### config.mk
export PLATFORM = sky130hd
export DESIGN_NAME = img_window_ctrl_flat
export DESIGN_NICKNAME = d
export VERILOG_FILES = /design/src/rtl/img_window_ctrl_pkg.sv /design/src/rtl/img_window_ctrl_if.sv /design/src/rtl/img_window_ctrl_win_coord_map.sv /design/src/rtl/img_window_ctrl.sv /design/src/flat_wrapper.sv
export SDC_FILE = /design/constraint.sdc
export NUM_CORES = 1
export LEC_CHECK = 0
export ABC_AREA = 0
export BUFFER_PORTS_ARGS = -buffer_cell sky130_fd_sc_hd__buf_2
export CAP_MARGIN = 30
export CORE_MARGIN = 1.5
export CORE_UTILIZATION = 25
export CTS_BUF_LIST = sky130_fd_sc_hd__clkbuf_16
export CTS_CLUSTER_SIZE = 8
export DETAILED_ROUTE_END_ITERATION = 10
export PLACE_DENSITY = 0.49
export RECOVER_POWER = 50
export SLEW_MARGIN = 25
export SYNTH_ARGS = -nofsm -noshare
export SYNTH_HDL_FRONTEND = slang
export SYNTH_SLANG_ARGS = --single-unit
### constraint.sdc
create_clock -name clk -period 7.65 [get_ports clk]
set_input_delay 0.765 -clock clk [delete_from_list [all_inputs] [get_ports clk]]
set_output_delay 0.765 -clock clk [all_outputs]
set_load 0.01 [all_outputs]
### src/rtl/img_window_ctrl_pkg.sv
// Shared constants, scale encodings and update-FSM states
// for the image window controller.
package img_win_pkg;

   localparam int CW       = 10;
   localparam int IMG_W    = 32;
   localparam int IMG_H    = 32;
   localparam int PIPE_LAT = 3;

   typedef enum logic [1:0] {
      SCALE_1X  = 2'd0,
      SCALE_2X  = 2'd1,
      SCALE_4X  = 2'd2,
      SCALE_RSV = 2'd3
   } scale_e;

   typedef enum logic {
      ST_IDLE = 1'b0,
      ST_PEND = 1'b1
   } upd_st_e;

   // Reserved encoding falls back to 1x.
   function automatic logic [1:0] scale_shift(input logic [1:0] sc);
      logic [1:0] sh;
      sh = 2'd0;
      case (scale_e'(sc))
         SCALE_2X: sh = 2'd1;
         SCALE_4X: sh = 2'd2;
         default:  sh = 2'd0;
      endcase
      return sh;
   endfunction

endpackage

### src/rtl/img_window_ctrl_if.sv
// Position/scale update handshake between a requester
// and the image window controller.
interface img_window_ctrl_if;
   import img_win_pkg::*;

   logic [CW-1:0] pos_x_new;
   logic [CW-1:0] pos_y_new;
   logic [1:0]    scale_new;
   logic          pos_valid;
   logic          pos_ready;

   modport master (
      output pos_x_new, pos_y_new, scale_new, pos_valid,
      input  pos_ready
   );

   modport slave (
      input  pos_x_new, pos_y_new, scale_new, pos_valid,
      output pos_ready
   );

endinterface

### src/rtl/img_window_ctrl_win_coord_map.sv
// Combinational screen-to-image coordinate mapping with
// window hit test; coordinates outside the window read as 0.
module win_coord_map
   import img_win_pkg::*;
#(
   parameter int WIDTH  = IMG_W,
   parameter int HEIGHT = IMG_H
) (
   input  logic [CW-1:0] x_px_i,
   input  logic [CW-1:0] y_px_i,
   input  logic [CW-1:0] pos_x_i,
   input  logic [CW-1:0] pos_y_i,
   input  logic [1:0]    scale_i,
   output logic [CW-1:0] x_img_o,
   output logic [CW-1:0] y_img_o,
   output logic          in_win_o
);

   logic signed [CW:0] dx;
   logic signed [CW:0] dy;
   logic [CW:0]        w_lim;
   logic [CW:0]        h_lim;
   logic [1:0]         sh;
   logic               in_x;
   logic               in_y;

   always_comb begin
      sh    = scale_shift(scale_i);
      dx    = $signed({1'b0, x_px_i}) - $signed({1'b0, pos_x_i});
      dy    = $signed({1'b0, y_px_i}) - $signed({1'b0, pos_y_i});
      w_lim = (CW+1)'(WIDTH) << sh;
      h_lim = (CW+1)'(HEIGHT) << sh;
      // Sign bit rejects pixels left of / above the window.
      in_x  = !dx[CW] && ($unsigned(dx) < w_lim);
      in_y  = !dy[CW] && ($unsigned(dy) < h_lim);
      in_win_o = in_x && in_y;
      x_img_o  = '0;
      y_img_o  = '0;
      if (in_win_o) begin
         x_img_o = CW'($unsigned(dx) >> sh);
         y_img_o = CW'($unsigned(dy) >> sh);
      end
   end

endmodule

### src/rtl/img_window_ctrl.sv
// Image window placement, ROM address sequencing, sync alignment
// and frame-synchronous position/scale updates.
module img_window_ctrl
   import img_win_pkg::*;
#(
   parameter int          WIDTH    = IMG_W,
   parameter int          HEIGHT   = IMG_H,
   parameter logic [CW-1:0] INIT_X = 10'd304,
   parameter logic [CW-1:0] INIT_Y = 10'd224,
   parameter logic [2:0]  BG_COLOR = 3'b000
) (
   input  logic            clk,
   input  logic            rst,
   input  logic [CW-1:0]   x_px,
   input  logic [CW-1:0]   y_px,
   input  logic            video_on,
   input  logic            hsync_in,
   input  logic            vsync_in,
   img_window_ctrl_if.slave upd,
   output logic [CW-1:0]   x_img,
   output logic [CW-1:0]   y_img,
   input  logic            Rp,
   input  logic            Gp,
   input  logic            Bp,
   output logic            red,
   output logic            green,
   output logic            blue,
   output logic            hsync_out,
   output logic            vsync_out,
   output logic            in_win
);

   upd_st_e       st_q, st_d;
   logic [CW-1:0] act_x_q, act_x_d;
   logic [CW-1:0] act_y_q, act_y_d;
   logic [1:0]    act_sc_q, act_sc_d;
   logic [CW-1:0] pnd_x_q, pnd_x_d;
   logic [CW-1:0] pnd_y_q, pnd_y_d;
   logic [1:0]    pnd_sc_q, pnd_sc_d;
   logic          boundary;
   logic          xfer;

   logic [CW-1:0] map_x, map_y;
   logic          map_win;

   logic [CW-1:0] x_img_q, y_img_q;
   logic          win1_q, vid1_q, hs1_q, vs1_q;
   logic          win2_q, vid2_q, hs2_q, vs2_q;
   logic          win3_q, hs3_q, vs3_q;
   logic [2:0]    rgb_q;

   win_coord_map #(
      .WIDTH  (WIDTH),
      .HEIGHT (HEIGHT)
   ) u_map (
      .x_px_i   (x_px),
      .y_px_i   (y_px),
      .pos_x_i  (act_x_q),
      .pos_y_i  (act_y_q),
      .scale_i  (act_sc_q),
      .x_img_o  (map_x),
      .y_img_o  (map_y),
      .in_win_o (map_win)
   );

   // vs1_q doubles as the previous vsync sample for edge detection.
   assign boundary      = vs1_q && !vsync_in;
   assign upd.pos_ready = (st_q == ST_IDLE);
   assign xfer          = upd.pos_valid && upd.pos_ready;

   always_comb begin
      st_d     = st_q;
      act_x_d  = act_x_q;
      act_y_d  = act_y_q;
      act_sc_d = act_sc_q;
      pnd_x_d  = pnd_x_q;
      pnd_y_d  = pnd_y_q;
      pnd_sc_d = pnd_sc_q;
      unique case (st_q)
         ST_IDLE: begin
            if (xfer) begin
               pnd_x_d  = upd.pos_x_new;
               pnd_y_d  = upd.pos_y_new;
               pnd_sc_d = upd.scale_new;
               st_d     = ST_PEND;
            end
         end
         ST_PEND: begin
            if (boundary) begin
               act_x_d  = pnd_x_q;
               act_y_d  = pnd_y_q;
               act_sc_d = pnd_sc_q;
               st_d     = ST_IDLE;
            end
         end
         default: st_d = ST_IDLE;
      endcase
   end

   always_ff @(posedge clk) begin
      if (rst) begin
         st_q     <= ST_IDLE;
         act_x_q  <= INIT_X;
         act_y_q  <= INIT_Y;
         act_sc_q <= SCALE_1X;
         pnd_x_q  <= '0;
         pnd_y_q  <= '0;
         pnd_sc_q <= SCALE_1X;
      end else begin
         st_q     <= st_d;
         act_x_q  <= act_x_d;
         act_y_q  <= act_y_d;
         act_sc_q <= act_sc_d;
         pnd_x_q  <= pnd_x_d;
         pnd_y_q  <= pnd_y_d;
         pnd_sc_q <= pnd_sc_d;
      end
   end

   // Stage 1 issues the ROM address, stage 2 waits on the ROM.
   always_ff @(posedge clk) begin
      if (rst) begin
         x_img_q <= '0;
         y_img_q <= '0;
         win1_q  <= 1'b0;
         vid1_q  <= 1'b0;
         hs1_q   <= 1'b1;
         vs1_q   <= 1'b1;
         win2_q  <= 1'b0;
         vid2_q  <= 1'b0;
         hs2_q   <= 1'b1;
         vs2_q   <= 1'b1;
      end else begin
         x_img_q <= map_x;
         y_img_q <= map_y;
         win1_q  <= map_win;
         vid1_q  <= video_on;
         hs1_q   <= hsync_in;
         vs1_q   <= vsync_in;
         win2_q  <= win1_q;
         vid2_q  <= vid1_q;
         hs2_q   <= hs1_q;
         vs2_q   <= vs1_q;
      end
   end

   always_ff @(posedge clk) begin
      if (rst) begin
         rgb_q  <= 3'b000;
         win3_q <= 1'b0;
         hs3_q  <= 1'b1;
         vs3_q  <= 1'b1;
      end else begin
         win3_q <= win2_q;
         hs3_q  <= hs2_q;
         vs3_q  <= vs2_q;
         if (!vid2_q) begin
            rgb_q <= 3'b000;
         end else if (win2_q) begin
            rgb_q <= {Rp, Gp, Bp};
         end else begin
            rgb_q <= BG_COLOR;
         end
      end
   end

   assign x_img     = x_img_q;
   assign y_img     = y_img_q;
   assign red       = rgb_q[2];
   assign green     = rgb_q[1];
   assign blue      = rgb_q[0];
   assign hsync_out = hs3_q;
   assign vsync_out = vs3_q;
   assign in_win    = win3_q;

endmodule

### src/flat_wrapper.sv
// flat-port wrapper written by rule: the top's interface ports become plain ports
module img_window_ctrl_flat import img_win_pkg::*;
#(
   parameter int          WIDTH    = IMG_W,
   parameter int          HEIGHT   = IMG_H,
   parameter logic [CW-1:0] INIT_X = 10'd304,
   parameter logic [CW-1:0] INIT_Y = 10'd224,
   parameter logic [2:0]  BG_COLOR = 3'b000
)
  (clk, rst, x_px, y_px, video_on, hsync_in, vsync_in, x_img, y_img, Rp, Gp, Bp, red, green, blue, hsync_out, vsync_out, in_win, upd_pos_x_new, upd_pos_y_new, upd_scale_new, upd_pos_valid, upd_pos_ready);
  img_window_ctrl_if upd_i ();
  input  logic clk;
  input  logic rst;
  input  logic [CW-1:0] x_px;
  input  logic [CW-1:0] y_px;
  input  logic video_on;
  input  logic hsync_in;
  input  logic vsync_in;
  output logic [CW-1:0] x_img;
  output logic [CW-1:0] y_img;
  input  logic Rp;
  input  logic Gp;
  input  logic Bp;
  output logic red;
  output logic green;
  output logic blue;
  output logic hsync_out;
  output logic vsync_out;
  output logic in_win;
  input wire logic [$bits(upd_i.pos_x_new)-1:0] upd_pos_x_new;
  input wire logic [$bits(upd_i.pos_y_new)-1:0] upd_pos_y_new;
  input wire logic [$bits(upd_i.scale_new)-1:0] upd_scale_new;
  input wire logic [$bits(upd_i.pos_valid)-1:0] upd_pos_valid;
  output wire logic [$bits(upd_i.pos_ready)-1:0] upd_pos_ready;
  assign upd_i.pos_x_new = upd_pos_x_new;
  assign upd_i.pos_y_new = upd_pos_y_new;
  assign upd_i.scale_new = upd_scale_new;
  assign upd_i.pos_valid = upd_pos_valid;
  assign upd_pos_ready = upd_i.pos_ready;
  img_window_ctrl #(.WIDTH(WIDTH), .HEIGHT(HEIGHT), .INIT_X(INIT_X), .INIT_Y(INIT_Y), .BG_COLOR(BG_COLOR)) u_core (.clk(clk), .rst(rst), .x_px(x_px), .y_px(y_px), .video_on(video_on), .hsync_in(hsync_in), .vsync_in(vsync_in), .upd(upd_i), .x_img(x_img), .y_img(y_img), .Rp(Rp), .Gp(Gp), .Bp(Bp), .red(red), .green(green), .blue(blue), .hsync_out(hsync_out), .vsync_out(vsync_out), .in_win(in_win));
endmodule
==> results of run 1 <==
layout by cell type (no fill, tap or decap), types with 9 or more instances in the layout:
cell        n
nor2_1     27
buf_2      62
inv_1      37
o21ai_0    13
clkbuf_16   9
ha_1       30
clkbuf_1   16
dfxtp_1    79
a21oi_1    58
nand2_1    98
a211oi_1   15
metrics by stage:
step	instance area, µm²	setup slack, ps	instances	utilization
after floorplan	4170	4000	507	-
final	5040	3740	797	0.306
after global routing	5040	3380	797	0.306
after global placement	4730	3510	779	0.287
after CTS	5070	3730	796	0.308
after detailed placement	4760	3370	780	0.289
final timing paths:
| kind | endpoint | slack, ps | depth (start not counted) | from |
|---|---|---|---|---|
| worst min-delay path | u_core.hsync_out | 410 | 1 | u_core.hs2_q |
| worst max register to register | u_core.x_img[7] | 3840 | 13 | u_core.act_x_q[1] |
| worst max-delay path | u_core.x_img[7] | 3740 | 14 | y_px[6] |
| worst min register to register | u_core.hsync_out | 410 | 1 | u_core.hs2_q |
layout make-up:
type / instances / area share
timing repair buffer: 81 / 0.0786
multi-input combinational: 363 / 0.463
inverter: 38 / 0.0283
clock buffer: 9 / 0.0447
tap: 220 / 0.0546
sequential: 79 / 0.314
clock inverter: 7 / 0.0176
cells by family after synthesis:
group | after synthesis
xor+xnor | 8
fa+ha+maj | 32
buf+inv | 65
compound gates | 130
flops | 79
other cells | 1
simple gates | 180
mux | 11
power by group:
part,internal (W),switching [W]
Combinational,0.0000670,0.0000985
Sequential,0.000425,0.00000566
Clock,0.000261,0.000192
Total,0.000753,0.000296
flip-flops by register name (all words and copies together), names as in the netlist:
| name | count |
|---|---|
| u_core.rgb_q | 3 |
| u_core.vsync_out | 1 |
| u_core.hs1_q | 1 |
| u_core.vid1_q | 1 |
| u_core.win1_q | 1 |
| u_core.act_y_q | 10 |
| u_core.pnd_x_q | 10 |
| u_core.st_q | 1 |
| u_core.vs2_q | 1 |
| u_core.win2_q | 1 |
| u_core.in_win | 1 |
| u_core.pnd_y_q | 10 |
| u_core.x_img | 10 |
| u_core.vs1_q | 1 |
| u_core.y_img | 10 |
| u_core.act_sc_q | 2 |
| u_core.hs2_q | 1 |
| u_core.act_x_q | 10 |
| u_core.hsync_out | 1 |
| u_core.vid2_q | 1 |
| u_core.pnd_sc_q | 2 |
worst max-delay path: cells and delay by family:
family                     cells  cell delay, ps
AOI/OAI and AO/OA              6            1280
and+or+nand+nor                3            1080
adders and majority gates      2             610
muxes                          1             220
buffers and inverters          2             180
per-layer routing:
metal	global-route usage	vias up
met5	0	-
met4	0.0593	0
met3	0.0235	14
met2	0.187	77
met1	0.164	1576
li1	-	1888
==> flow_summary.ini, run 1 <==
[worst_setup_path]
critical_path.startpoint_type = input port
crit_chain = buf_2, ha_1, a21oi_1, mux2i_1, o31ai_1, or3b_2, inv_1, ha_1, o21ai_0, a21oi_1, nor3_1, o21ai_0, a311o_1, nor4_1
crit_type = input port to flop
cp-end-kind = flop
slowest_stage = a311o_1
critical_path_required_ps = 7890
cp_max_fo = 19
worstPathArrival_ps = 4150
slowest_delay_ps = 560

[timing]
whs_ps = 408
hold_viol_final = 0
period_minus_slack_ps = 3910
setup_viol = 0
finalCritPeriodShare = 0.511
slew_violations = 0
setup_tns_ps = 0
finClkSkew_ps = 9.67
rsz0062_at_grt = false
fmax_ghz = 0.256
worstMarginPinSlew_ps = 1360
maxSlewHeadroom = 0.0919

[power_and_ir_drop]
p_per_area_nw_per_um2 = 208
power_w = 0.00105
ir_drop_mv = 0.103
cellLeakagePower_nw = 2.10

[logic_synthesis]
synth_seq_cells = 79
synth_xor_xnor_area_share = 0.0168
synth_cells = 506
synth.area.top_cells = dfxtp_1 38%, ha_1 9.0%, nand2_1 8.8%
synth_compound_area_frac = 0.210
synth_top_cell_by_area = dfxtp_1
synth_edf_count = 0
ys_seq_area_frac = 0.379
ys.flop_type = dfxtp_1
syn_area_um2 = 4170
synth-async-reset-ratio = 0
postSynthAreaPerCell_um2 = 8.24
synth_top_family_by_area = compound AO/OA/AOI/OAI gates
synth_cell_type_count = 60
synth.area.mux_share = 0.0333
ys_top_cells_by_count = 98 x nand2_1, 79 x dfxtp_1, 58 x a21oi_1, 37 x inv_1, 30 x ha_1
post-synth-top-count-cell = nand2_1
synthAdderAreaFrac = 0.0996
synth-simple-area-share = 0.197
yosysWarnings = 0
synth_top_area_frac = 0.379

[clock_tree]
worstSkewPairLatency_ps = 350
htreeDepth = 3
cts.path.max_buffers = 2
hold_buffers = 0
path_clk_slew_ps = 60
cts_buffers = 9
cts-root-buf = clkbuf_16
cts_tree = done
clock-sinks = 79
cts_setup_buffers = 0
cts_resized = 0

[die]
start_util = 0.253
pin_count = 78
fp.dieH_um = 132
std_cell_rows = 47
die_w_um = 132
core_um2 = 16500
die_area_um2 = 17500

[route]
drc = 0
drt_iter0_drc = 156
wirelength_um = 10200
postRouteAntennaNets = 0
first_pass_iters = 4
vias = 3555
highest_layer = met4
wl_met2_um = 4480
met1_length_um = 5110
wl_per_cell_um = 12.8
vias_per_cell = 4.46
wl_met3_um = 380

[global_routing]
grt_pass1_vias = 3471
grt-ovfl-total = 0
antenna_found_initial = 0
grt_usage = 0.122
grt_max_degree = 34
grt_pass1_wl_um = 17000

[placed_design]
place_hpwl_um = 7840
gp_congestion = 0.744
portBuffers = 77

[cells_and_area]
multi_input_area_um2 = 2330
num-nets-final = 655
post_route_cells_drive_above_1_share = 0.185
diodes = 0
syn_to_final_growth_pct = 20.9
seqCellArea_um2 = 1580
fillers = 1841

[outcome]
status = completed

[flow_run]
maxCapViolCount = 0

[min_path]
min_path_type = flop to flop
Power figures use the tool's default switching activity.
==> run 2, diff against run 1 <==
- ABC_AREA: 0 -> 1
- PLACE_DENSITY: 0.49 -> 0.5
- clock period: 7.65 -> 3.25 ns (I/O delays scaled with it)
==> run 2 against run 1 <==
  * Total power grew to 2.7 times the previous value
  * Die area is 7.4% higher
  * Routed wire length is 11% higher
  * Core utilization is 0.46 points higher
  * Flip-flop and latch count stayed put
  * Critical path depth is 4 higher
  * Global-route usage is 0.78 points higher
  * Largest power group unchanged
  * Non-clock buffer count is 3 higher
  * Critical endpoint is now u_core.y_img[0]
  * Sequential share of layout area is 2.2 points lower
  * Clock power grew to 2.6 times the previous value
  * Synthesized cell count is 30% higher
  * Sequential power is 140% higher
==> flow_summary.ini, run 2 <==
[outcome]
status = completed

[die]
die_area_um2 = 18800
std_cell_rows = 48
core_um2 = 17400
fp.dieH_um = 137
pin_count = 78
start_util = 0.258
die_w_um = 137

[cells_and_area]
diodes = 0
num-nets-final = 816
fillers = 1986
syn_to_final_growth_pct = 20.7
seqCellArea_um2 = 1580
final_cell_mix = 148 x nand2_1, 94 x inv_1, 84 x nor2_1
post_route_cells_drive_above_1_share = 0.145
multi_input_area_um2 = 2450
final_common_cell = nand2_1

[clock_tree]
path_clk_slew_ps = 60
hold_buffers = 0
cts_resized = 0
cts_tree = done
worstSkewPairLatency_ps = 340
clock-sinks = 79
cts.path.max_buffers = 2
cts_setup_buffers = 0
htreeDepth = 3
cts_buffers = 9
cts-root-buf = clkbuf_16

[worst_setup_path]
cp_max_fo = 8
slowest_stage = ha_1
cp-startpoint = u_core.act_x_q[2]
critical_path_depth = 18
critical_path_required_ps = 3520
r2r_slack_ps = 460
cp-end-kind = flop
slowest_delay_ps = 370
worstPathArrival_ps = 3060
crit_type = flop to flop
crit_chain = inv_1, ha_1, a21oi_1, nand2_1, nand2_1, nand2_1, nand2_1, nand2_1, ha_1, o21ai_0, nand2_1, nand2_1, nand2_1, nor2_1, nand2_2, nor2_8, nand2_4, nor2_2
worstSetupEndpoint = u_core.y_img[0]
r2r_start = u_core.act_x_q[2]
crit_top_cell = nand2_1
regToRegEndpoint = u_core.y_img[0]
cpLargestDelayFamily = simple AND/OR/NAND/NOR gates
critical_path.startpoint_type = flop
path_buf_inv = 1
reg2reg_depth = 18

[logic_synthesis]
synth-async-reset-ratio = 0
synth_edf_count = 0
ys_seq_area_frac = 0.352
synth_seq_cells = 79
synth_top_cell_by_area = dfxtp_1
yosysWarnings = 0
ys.flop_type = dfxtp_1
synth.area.top_cells = dfxtp_1 35%, nand2_1 12%, ha_1 8.4%
synth_cells = 659
syn_area_um2 = 4490
synth_top_area_frac = 0.352
post-synth-top-count-cell = nand2_1
synth_cell_type_count = 30
ys_top_cells_by_count = 148 x nand2_1, 93 x inv_1, 84 x nor2_1, 79 x dfxtp_1, 60 x nand3_1
postSynthAreaPerCell_um2 = 6.81

[flow_run]
maxCapViolCount = 0

[power_and_ir_drop]
cellLeakagePower_nw = 2.69
ir_drop_mv = 0.265
p_per_area_nw_per_um2 = 518

[timing]
finalCritPeriodShare = 0.858
maxSlewHeadroom = 0.451
whs_ps = 160
worstMarginPinSlew_ps = 823
hold_viol_final = 0
finClkSkew_ps = 8.85
setup_viol = 0
period_minus_slack_ps = 2790
slew_violations = 0
setup_tns_ps = 0
fmax_ghz = 0.359
rsz0062_at_grt = false

[min_path]
min_path_cells = 2
min_path_type = input port to flop
min_from = hsync_in

[route]
wl_per_cell_um = 11.8
drt_iter0_drc = 182
wl_met2_um = 4450
highest_layer = met4
vias_per_cell = 4.17
wl_met3_um = 462
met1_length_um = 6250
first_pass_iters = 4
vias = 4013
drc = 0
postRouteAntennaNets = 0
wirelength_um = 11400

[placed_design]
gp_congestion = 0.806
place_hpwl_um = 8880
portBuffers = 77

[global_routing]
grt_pass1_wl_um = 18900
grt-ovfl-total = 0
grt_usage = 0.130
antenna_found_initial = 1
grt_pass1_vias = 3762
grt_max_degree = 31
-- run 2: cell types whose count changed in the layout (fill, tap and decap cells not counted), sizes merged, moves of 7 or more --
cell	before	now
buf	65	54
a21oi	60	31
nand4	2	9
inv	42	99
nand3	4	65
clkbuf	25	39
nor2	27	93
nor2b	7	0
a211o	7	0
a211oi	19	1
o21ai	13	48
nand2	98	156
-- run 2: logic make-up after synthesis --
family	Yosys count	synth area share
simple gates	331	0.330
fa+ha+maj	32	0.0926
buf+inv	120	0.101
xor+xnor	6	0.0117
other cells	1	0.000836
flops	79	0.352
compound gates	90	0.112
-- run 2: layer usage --
layer | vias to the layer above | global-route usage
met5 | - | 0
met4 | 0 | 0.0526
met3 | 12 | 0.0241
met2 | 67 | 0.183
met1 | 1703 | 0.191
li1 | 2231 | -
-- run 2: per-stage QoR --
step | setup slack (ps) | utilization | cells | instance area (µm²) | power, W
CTS | 457 | 0.314 | 962 | 5460 | 0.00285
finish | 461 | 0.311 | 962 | 5420 | 0.00280
floorplan | 713 | - | 660 | 4490 | 0.00151
detailed placement | 363 | 0.294 | 947 | 5130 | 0.00167
global route | 157 | 0.311 | 962 | 5420 | 0.00298
global placement | 427 | 0.294 | 947 | 5130 | 0.00168
-- run 2: final cells by class --
class                   instances  area share
multi-input cells             461       0.453
flip-flops and latches         79       0.292
repair buffers                 84      0.0730
inverters                      98      0.0679
well taps                     225      0.0520
clock buffers                   9      0.0416
clock inverters                 6      0.0206
-- run 2: how the worst min path moves through the flow --
stage | end | slack (ps)
2_1_floorplan | u_core.vid2_q | 390
3_3_place_gp | u_core.vid2_q | 390
3_5_place_dp | u_core.vid2_q | 390
4_1_cts | u_core.hs1_q | 150
5_1_grt | u_core.hs1_q | 160
6_report | u_core.hs1_q | 160
-- run 2: worst register-to-register path, cell delays in order, from the launching register on --
cell,delay [ps]
dfxtp_1,310
inv_1,50
ha_1,370
a21oi_1,190
nand2_1,130
nand2_1,140
nand2_1,80
nand2_1,80
nand2_1,90
ha_1,300
o21ai_0,160
nand2_1,70
nand2_1,60
nand2_1,40
nor2_1,100
nand2_2,110
nor2_8,190
nand2_4,110
nor2_2,130
-- run 2: where the power goes --
| group | switching (W) | internal [W] | total (W) |
|---|---|---|---|
| combinational | 0.000394 | 0.000221 | 0.000614 |
| clock | 0.000410 | 0.000746 | 0.00116 |
| sequential | 0.0000168 | 0.00102 | 0.00103 |
==> run 3, diff against run 2 <==
- PLACE_DENSITY: 0.5 -> 0.39
- RECOVER_POWER: 50 -> default
==> run 3 against run 2 <==
  * Sequential share of layout area is 0.088 points higher
  * Combinational power is 1% higher
  * Fmax is 1.1% lower
  * Clock skew is 1.1 ps lower
  * Die area stayed put
  * Worst setup slack worse by 32 ps
  * Cell area is 0.30% lower
  * Core utilization is 0.093 points lower
  * Global-route usage is 0.26 points higher
  * Total power is 7.3% lower
  * Via count is 1.3% higher
  * Routed wire length is 2.9% higher
  * Highest routed layer unchanged
==> flow_summary.ini, run 3 (synthesized netlist as in run 2, its figures left out) <==
[power_and_ir_drop]
swShare = 0.324
p_per_area_nw_per_um2 = 481
ir_drop_mv = 0.232
cellLeakagePower_nw = 2.77
seq_power_share = 0.398
intPower_w = 0.00176
power.share.clock = 0.364
p_sw_w = 0.000842
combPwrFrac = 0.239

[timing]
period_minus_slack_ps = 2820
rsz0062_at_grt = false
slew_violations = 0
setup_tns_ps = 0
hold_viol_final = 0
maxSlewHeadroom = 0.468
finClkSkew_ps = 7.72
finalCritPeriodShare = 0.868
worstMarginPinSlew_ps = 798
fmax_ghz = 0.354
setup_viol = 0

[route]
postRouteAntennaNets = 0
drc = 0
vias = 4067
first_pass_iters = 5
wl_per_cell_um = 12.1
drt_iter0_drc = 149
wirelength_um = 11700
vias_per_cell = 4.22

[cells_and_area]
post_route_cells_drive_above_1_share = 0.187
diodes = 0
num-nets-final = 816
final_common_cell = nand2_1
final_cell_count_no_fill = 963
syn_to_final_growth_pct = 20.3
final_cell_mix = 148 x nand2_1, 94 x inv_1, 84 x nor2_1

[placed_design]
portBuffers = 77
gp_congestion = 0.791
dp_cells = 947
place_hpwl_um = 9350

[worst_setup_path]
critical_path_depth = 16
slowest_stage = fa_1
slowest_delay_ps = 400
cp_max_fo = 8
crit_chain = ha_1, fa_1, inv_1, nand3_1, nand2_1, nand2_1, nand3_1, nand2_1, ha_1, a21oi_1, nand3_1, nor2_1, nand2_2, nor2_8, nand2_4, a21oi_2
crit_type = flop to flop
cp-end-kind = flop
cpLargestDelayFamily = simple AND/OR/NAND/NOR gates
critical_path_required_ps = 3530
worstPathArrival_ps = 3100
path_buf_inv = 1
r2r_slack_ps = 430
reg2reg_depth = 16
critical_path.startpoint_type = flop

[clock_tree]
cts_buffers = 9
cts_tree = done
cts_setup_buffers = 0
cts_resized = 0
htreeDepth = 3
cts-root-buf = clkbuf_16
worstSkewPairLatency_ps = 340
clock-sinks = 79
hold_buffers = 0
path_clk_slew_ps = 60
cts.path.max_buffers = 2

[die]
pin_count = 78
die_area_um2 = 18800
fp.dieH_um = 137
core_um2 = 17400
die_w_um = 137
std_cell_rows = 48
start_util = 0.258

[global_routing]
grt-ovfl-total = 0
grt_pass1_wl_um = 19100
grt_max_degree = 31
grt_usage = 0.132
grt_pass1_vias = 3824
antenna_found_initial = 0

[min_path]
min_path_cells = 2
min_path_type = input port to flop

[flow_run]
maxCapViolCount = 0

[outcome]
status = completed
## run 3: metal layers
| layer | share of wire | up-vias | track usage |
|---|---|---|---|
| met5 | 0 | - | 0 |
| met4 | 0.017 | 0 | 0.0544 |
| met3 | 0.047 | 11 | 0.0215 |
| met2 | 0.42 | 80 | 0.197 |
| met1 | 0.51 | 1742 | 0.188 |
| li1 | - | 2234 | - |
## run 3: per-stage QoR
stage	total power [W]	utilization	setup slack (ps)	hold slack [ps]	instance area (µm²)
2_1_floorplan	0.00151	-	713	388	4490
3_3_place_gp	0.00168	0.294	411	391	5130
3_5_place_dp	0.00168	0.294	325	395	5130
4_1_cts	0.00264	0.310	412	152	5400
5_1_grt	0.00277	0.310	93.8	163	5400
6_report	0.00260	0.310	429	164	5400
## run 3: layout make-up
class | instances | area (µm²)
well taps | 225 | 282
repair buffers | 84 | 438
clock buffers | 9 | 225
multi-input cells | 461 | 2460
fillers | 1967 | 12000
clock inverters | 7 | 47.5
inverters | 98 | 368
flip-flops and latches | 79 | 1580
## run 3: worst paths after layout
| path | from | to |
|---|---|---|
| setup / recovery | u_core.act_x_q[0] | u_core.y_img[2] |
| hold / removal | hsync_in | u_core.hs1_q |
| setup reg to reg | u_core.act_x_q[0] | u_core.y_img[2] |
| hold reg to reg | u_core.vid1_q | u_core.vid2_q |
## run 3: power groups by stage
stage	clock network, W	registers (W)	logic, W
global route	0.00101	0.00104	0.000720
CTS	0.000980	0.00103	0.000628
global placement	0	0.00105	0.000624
detailed placement	0	0.00106	0.000625
floorplan	0	0.00105	0.000459
finish	0.000946	0.00103	0.000620
## run 3: worst register-to-register path: cells and delay by family, from the launching register on
kind            cells  cell delay (ps)
flops               1              340
fa+ha+maj           3              940
simple gates       10             1090
buf+inv             1              110
compound gates      2              280
